[src/rtl/friscv_icache_linefill.sv]
// ============================================================================
// Module   : friscv_icache_linefill
// Brief    : I-cache miss line-fill engine (single AXI4 INCR burst per line)
//            and full-cache flush sweeper.
// Revision : 1.0 - initial release
// ============================================================================
`default_nettype none

module friscv_icache_linefill #(
  parameter int XLEN         = 32,
  parameter int ADDR_W       = 32,
  parameter int AXI_ID_W     = 8,
  parameter int AXI_ID       = 0,
  parameter int AXI_DATA_W   = 32,
  parameter int CACHE_LINE_W = 128,
  parameter int CACHE_DEPTH  = 512,
  localparam int IDX_W       = $clog2(CACHE_DEPTH)
)(
  input  logic                    aclk,
  input  logic                    aresetn,
  input  logic                    srst,
  input  logic                    flush_req,
  output logic                    flush_ack,
  output logic                    flushing,
  input  logic                    miss_valid,
  output logic                    miss_ready,
  input  logic [ADDR_W-1:0]       miss_addr,
  output logic                    miss_err,
  output logic                    mem_arvalid,
  input  logic                    mem_arready,
  output logic [ADDR_W-1:0]       mem_araddr,
  output logic [7:0]              mem_arlen,
  output logic [2:0]              mem_arsize,
  output logic [1:0]              mem_arburst,
  output logic                    mem_arlock,
  output logic [3:0]              mem_arcache,
  output logic [2:0]              mem_arprot,
  output logic [3:0]              mem_arqos,
  output logic [3:0]              mem_arregion,
  output logic [AXI_ID_W-1:0]     mem_arid,
  input  logic                    mem_rvalid,
  output logic                    mem_rready,
  input  logic [AXI_ID_W-1:0]     mem_rid,
  input  logic [1:0]              mem_rresp,
  input  logic [AXI_DATA_W-1:0]   mem_rdata,
  input  logic                    mem_rlast,
  output logic                    cache_wen,
  output logic [ADDR_W-1:0]       cache_waddr,
  output logic [CACHE_LINE_W-1:0] cache_wdata,
  output logic                    cache_clr,
  output logic [IDX_W-1:0]        cache_clr_idx
);

  localparam int NB_BEATS   = CACHE_LINE_W / AXI_DATA_W;
  localparam int LINE_OFF_W = $clog2(CACHE_LINE_W / 8);
  localparam int CNT_W      = $clog2(NB_BEATS + 1);

  localparam logic [CNT_W-1:0] c_NB_BEATS  = CNT_W'(NB_BEATS);
  localparam logic [CNT_W-1:0] c_LAST_BEAT = CNT_W'(NB_BEATS - 1);
  localparam logic [IDX_W-1:0] c_LAST_IDX  = IDX_W'(CACHE_DEPTH - 1);

  localparam logic [2:0] c_IDLE  = 3'd0;
  localparam logic [2:0] c_AR    = 3'd1;
  localparam logic [2:0] c_RDATA = 3'd2;
  localparam logic [2:0] c_WRITE = 3'd3;
  localparam logic [2:0] c_FLUSH = 3'd4;
  localparam logic [2:0] c_FACK  = 3'd5;

  logic [2:0]              r_state;
  logic [2:0]              w_next;
  logic [ADDR_W-1:0]       r_addr;
  logic [CACHE_LINE_W-1:0] r_buf;
  logic [CNT_W-1:0]        r_cnt;
  logic                    r_err;
  logic [IDX_W-1:0]        r_idx;
  logic                    r_armed;
  logic                    w_flush_start;
  logic [ADDR_W-1:0]       w_aligned;

  logic                    w_unused_rid;
  logic [XLEN-1:0]         w_unused_xlen;
  assign w_unused_rid  = ^mem_rid;
  assign w_unused_xlen = '0;

  // A flush is edge-armed: flush_req must be seen low before it can start again.
  assign w_flush_start = flush_req & r_armed;
  assign w_aligned     = {miss_addr[ADDR_W-1:LINE_OFF_W], {LINE_OFF_W{1'b0}}};

  always_ff @(posedge aclk or negedge aresetn) begin
    if (!aresetn) begin
      r_state <= c_IDLE;
    end else if (srst) begin
      r_state <= c_IDLE;
    end else begin
      r_state <= w_next;
    end
  end

  always_comb begin
    w_next = r_state;
    case (r_state)
      c_IDLE: begin
        if (w_flush_start)                 w_next = c_FLUSH;
        else if (miss_valid && !flush_req) w_next = c_AR;
      end
      c_AR:    if (mem_arready)             w_next = c_RDATA;
      c_RDATA: if (mem_rvalid && mem_rlast) w_next = c_WRITE;
      c_WRITE: w_next = w_flush_start ? c_FLUSH : c_IDLE;
      c_FLUSH: if (r_idx == c_LAST_IDX)     w_next = c_FACK;
      c_FACK:  w_next = c_IDLE;
      default: w_next = c_IDLE;
    endcase
  end

  always_comb begin
    miss_ready    = 1'b0;
    miss_err      = 1'b0;
    flush_ack     = 1'b0;
    flushing      = 1'b0;
    mem_arvalid   = 1'b0;
    mem_araddr    = '0;
    mem_arlen     = '0;
    mem_arsize    = '0;
    mem_arburst   = '0;
    mem_arlock    = 1'b0;
    mem_arcache   = '0;
    mem_arprot    = '0;
    mem_arqos     = '0;
    mem_arregion  = '0;
    mem_arid      = '0;
    mem_rready    = 1'b0;
    cache_wen     = 1'b0;
    cache_waddr   = '0;
    cache_wdata   = '0;
    cache_clr     = 1'b0;
    cache_clr_idx = '0;
    case (r_state)
      c_IDLE: miss_ready = !flush_req;
      c_AR: begin
        mem_arvalid = 1'b1;
        mem_araddr  = r_addr;
        mem_arlen   = 8'(NB_BEATS - 1);
        mem_arsize  = 3'($clog2(AXI_DATA_W / 8));
        mem_arburst = 2'b01;
        mem_arid    = AXI_ID_W'(AXI_ID);
      end
      c_RDATA: mem_rready = 1'b1;
      c_WRITE: begin
        if (r_err) begin
          miss_err = 1'b1;
        end else begin
          cache_wen   = 1'b1;
          cache_waddr = r_addr;
          cache_wdata = r_buf;
        end
      end
      c_FLUSH: begin
        flushing      = 1'b1;
        cache_clr     = 1'b1;
        cache_clr_idx = r_idx;
      end
      c_FACK:  flush_ack = 1'b1;
      default: ;
    endcase
  end

  always_ff @(posedge aclk or negedge aresetn) begin
    if (!aresetn) begin
      r_addr  <= '0;
      r_buf   <= '0;
      r_cnt   <= '0;
      r_err   <= 1'b0;
      r_idx   <= '0;
      r_armed <= 1'b1;
    end else if (srst) begin
      r_addr  <= '0;
      r_buf   <= '0;
      r_cnt   <= '0;
      r_err   <= 1'b0;
      r_idx   <= '0;
      r_armed <= 1'b1;
    end else begin
      if (r_state != c_FLUSH && w_next == c_FLUSH) r_armed <= 1'b0;
      else if (!flush_req)                         r_armed <= 1'b1;

      if (r_state == c_IDLE && w_next == c_AR) begin
        r_addr <= w_aligned;
        r_buf  <= '0;
        r_cnt  <= '0;
        r_err  <= 1'b0;
      end

      if (r_state == c_RDATA && mem_rvalid) begin
        // Beats past the line length are dropped and poison the fill.
        if (r_cnt < c_NB_BEATS) begin
          for (int k = 0; k < NB_BEATS; k++) begin
            if (r_cnt == CNT_W'(k)) r_buf[k*AXI_DATA_W +: AXI_DATA_W] <= mem_rdata;
          end
          r_cnt <= r_cnt + 1'b1;
        end else begin
          r_err <= 1'b1;
        end
        if (mem_rresp != 2'b00)                 r_err <= 1'b1;
        if (mem_rlast && r_cnt != c_LAST_BEAT) r_err <= 1'b1;
      end

      if (r_state == c_FLUSH) r_idx <= r_idx + 1'b1;
      else                    r_idx <= '0;
    end
  end

endmodule

`default_nettype wire

[config.mk]
export PLATFORM = sky130hd
export DESIGN_NAME = friscv_icache_linefill
export DESIGN_NICKNAME = d
export VERILOG_FILES = /design/src/rtl/friscv_icache_linefill.sv
export SDC_FILE = /design/constraint.sdc
export NUM_CORES = 1
export LEC_CHECK = 0
export CAP_MARGIN = 25
export CORE_UTILIZATION = 32
export DETAILED_ROUTE_END_ITERATION = 7
export PLACE_DENSITY = 0.59
export SYNTH_ARGS = -nofsm -noshare
export SYNTH_HDL_FRONTEND = slang
export SYNTH_SLANG_ARGS = --single-unit
[constraint.sdc]
create_clock -name aclk -period 3.2 [get_ports aclk]
set_clock_uncertainty 0.15 [all_clocks]
set_input_delay 0.32 -clock aclk [delete_from_list [all_inputs] [get_ports aclk]]
set_output_delay 0.32 -clock aclk [all_outputs]
set_load 0.05 [all_outputs]
### Yosys cells after proc, flatten, opt, wreduce, memory -nomap -nowiden

Index checks and enable logic that the tools add are counted.

* input port bits: 82
* word-level logic and storage cells: 87
* output and inout port bits: 246
* register bits: 177

* $add $sub $neg: 2
* reductions and logical operators: 11
* equality and inequality tests: 14
* bitwise logic cells: 1
* order comparisons: 1
* muxes and demuxes: 51

Operators by type and width (count)
* $mux 128: 6
* $mux 32: 9
* $mux 3: 11
* $mux 9: 3
* $mux 1: 19
* $pmux 3 s5: 1
* $eq 3x2->1 const B: 4
* $add 9x1->9 const B: 1
* $eq 3x1->1 const B: 3
* $eq 3x3->1 const B: 3
* $eq 9x9->1 const B: 1
* $logic_and 1x1->1: 6
* $logic_not 3->1: 2
* $ne 3x2->1 const B: 2
* $mux 2: 2
* $reduce_bool 2->1: 2
* $add 3x1->3 const B: 1
* $lt 3x3->1 const B: 1
* $ne 3x3->1 const B: 1
* $and 1x1->1: 1
* $logic_not 1->1: 1

### Logic depth before layout (Yosys ltp)

* depth in word-level cells: 13
* gate-level depth with buffers: 7

### Least setup slack after synthesis

OpenSTA, ideal clock, no wires.

* path type: register -> output
* start point: reg r_state[0]
* end point: out cache_wdata[100]
* data arrival time: 2.128 ns
* path buffers: 3
* path slack: 0.602 ns
* stages on the path, launching flop included: 6
* cells stage by stage: dfrtp_1 buf_2 nand3b_1 clkbuf_1 clkbuf_1 nor3_1

* longest elaborated chain between the ends: 2

RTL lines
* start: declaration: line 69 `logic [2:0] r_state;`
* start signal: assignment: line 91 `r_state <= c_IDLE;`
* start signal: assignment: line 93 `r_state <= c_IDLE;`
* start signal: assignment: line 95 `r_state <= w_next;`
* $eq 3x2->1: line 137 `case (r_state)`
* $mux 128: line 137
* end: declaration: line 49 `output logic [CACHE_LINE_W-1:0] cache_wdata,`

No other way between the ends.

### Worst setup path in the final report

* start point: reg r_state[0]
* end point: out mem_araddr[19]

* longest elaborated chain between the ends: 2

RTL lines
* $eq 3x1->1: line 137
* $mux 32: line 137
* end: declaration: line 31 `output logic [ADDR_W-1:0] mem_araddr,`

No other way between the ends.

==> results.toml <==
[worst_setup_path]
crit_family = "buffers and inverters"
r2r_cells = 3
timing.critical_path.buf_inv = 2
timing.rr.start = "r_state[1]"
critPathArrivalTime_ps = 2550
cp_max_fo = 34
slowest_stage = "clkdlybuf4s50_1"
worstPathRequired_ps = 2730
critical_path_class = "reg2out"
reg2reg_to = "r_buf[118]"
reg2reg_slack_ps = 570
end_kind = "output pin"
critPathLaunch = "r_state[0]"
crit_path_max_incr_delay_ps = 820
start_kind = "flip-flop"
path_cells = "nor3b_2 -> buf_4 -> and2_1 -> clkdlybuf4s50_1"

[sta]
drv_slew = 0
timing.setup.tns_ps = 0
period_minus_slack_ps = 3020
finalCritPeriodShare = 0.945
tightest_slew_ps = 962
grt_setup_unrepaired = "no"
maxSlewHeadroom = 0.358
finalSetupViolations = 0
finalHoldViolCount = 0
clock.fmax_mhz = 331

[logic_synthesis]
synth.cell_area_sq_um = 8980
yosys_warnings = 0
synth_area_leaders = "dfrtp_1, o32ai_1, nor3_1, inv_1, and2_1"
async_flop_share = 1.00
synth.largest_area_cell = "dfrtp_1"
yosysSeqAreaShare = 0.482
synth-edff-count = 0
synth.distinct_cells = 41
synth_common_cells = "dfrtp_1, inv_1, nor3_1, o32ai_1, clkbuf_1"
netlist.area_leader.share = 0.479
yosys_register_bits = 173
synthFlopType = "dfrtp_1"
synth.most_common_cell = "dfrtp_1"
synthCells = 974
syn_avg_cell_area_sq_um = 9.22

[grt]
antenna_found_initial = 2
grt_max_degree = 89
first_global_vias = 7946
grt_pass1_wl_mm = 46.0
grt-ovfl-total = 0
grt_usage = 0.205

[cts]
clkLatencyLatePin_ps = 420
cts_setup_buffers = 0
path_clk_slew_ps = 70
cts_buffers = 17
cts_buffer_depth = 2
htree_levels = 4
clkSinkCount = 173
cts_tree = "built"
cts.repair.resized = 0
clock-root-buffer = "clkbuf_16"

[die]
fp.dieH_microns = 170
io_pins = 328
row_count = 60
die-area_sq_um = 28700
core-area_sq_um = 27300
start_util = 0.330
die_width_microns = 170

[detailed_routing]
wl_mm = 29.4
viasPerCell = 5.10
drcViolationCount = 0
wl_per_cell_microns = 18.7
drtIter0Drc = 490
antenna_left = 0
vias = 8003
drtPass1Iterations = 5

[pwr]
p_leak_nw = 5.36
peakVddDrop_mv = 0.291
power_density_nw_per_um2 = 351

[min_path]
hold_end = "r_state[2]"
hp-start = "srst"
worstHoldPathCells = 2
hold_class = "in2reg"

[cells_and_area]
drive_gt1_frac = 0.190
fill_cells = 2496
area_growth_pct = 54.9
nNetsFinal = 1270
finalInstanceArea_sq_um = 13900

[flow_run]
maxCapViolations = 0

[place]
dpl.hpwl_mm = 18.7
placed_cell_area_sq_um = 13300
io_buffer_count = 274
place_congestion = 0.799

[outcome]
status = "finished clean"
[flip-flops by register name, summed over array words and instances, names as in the netlist]
name     cells
r_addr      28
r_cnt        3
r_err        1
r_buf      128
r_armed      1
r_idx        9
r_state      3
[through the flow]
stage	worst slack (ps)	util	cells	hold WS (ps)	total power, mW
detailed placement	576	0.489	1534	247	2.89
finish	177	0.511	1569	145	4.89
global route	55.3	0.511	1568	164	5.09
floorplan	602	-	1014	-126	2.67
global placement	589	0.489	1534	239	2.88
CTS	157	0.511	1567	137	4.94
[layout make-up]
type | instances | area (sq um) | area share
repair buffers | 295 | 4490 | 0.322
flip-flops and latches | 173 | 4330 | 0.311
multi-input cells | 559 | 3540 | 0.255
inverters | 136 | 510 | 0.0367
well taps | 372 | 465 | 0.0334
clock buffers | 18 | 429 | 0.0308
clock inverters | 14 | 143 | 0.0102
diodes | 2 | 5.00 | 0.000360
[worst max-delay path by stage]
stage | to | slack (ps) | cells after the start
6_report | mem_araddr[19] | 180 | 4
5_1_grt | mem_araddr[19] | 60 | 4
4_1_cts | mem_araddr[19] | 160 | 4
3_5_place_dp | r_buf[122] | 580 | 5
3_3_place_gp | miss_ready | 590 | 5
2_1_floorplan | cache_wdata[100] | 600 | 5
[metal layers]
metal	share of wire	wire, microns	GRT usage	up-vias
met4	0.029	865	0.0799	0
met3	0.055	1620	0.0424	44
met1	0.43	12700	0.273	3952
met5	0	0	0	-
met2	0.48	14200	0.327	278
li1	-	-	-	3729
[cell families (layout without fill, tap and decap cells)]
kind of cell | Yosys count | after routing | share of synthesized area
other | 1 | 43 | 0.000417
DFF | 173 | 173 | 0.482
buffers and inverters | 282 | 463 | 0.143
AOI/OAI and AO/OA | 211 | 211 | 0.178
and+or+nand+nor | 298 | 298 | 0.185
adders and majority gates | 6 | 6 | 0.00836
xor gates and xnor gates | 3 | 3 | 0.00293
[power breakdown]
group	internal (mW)	leakage (nW)	switching [mW]
logic	0.179	2.69	0.427
registers	2.21	2.40	0.0260
clock network	1.04	0.276	1.00
[cell usage in the layout, fill, tap and decap left out, types with 2 or more instances in the layout]
cell	count
dfrtp_1	171
buf_12	158
inv_1	135
nor3_1	131
o32ai_1	128
clkdlybuf4s50_1	113
and2_1	68
conb_1	41
a21oi_1	37
nand2b_1	35
nand3_1	33
o21ai_0	33
buf_4	21
clkbuf_16	17
nor2_1	7
ha_1	6
inv_8	6
nor2b_1	5
nand3b_1	3
a32o_2	3
nand3_2	3
or3_1	3
clkinv_4	3
diode_2	2
a221o_1	2
nand2_1	2
xnor2_1	2
a21o_1	2
clkinvlp_4	2
inv_6	2
[timing repair]
item | CTS | global route
hold endpoints to repair | 68 | 0
hold buffers | 1 | 0
endpoints found under the setup margin | 0 | 0
(Power assumes the default switching activity.)
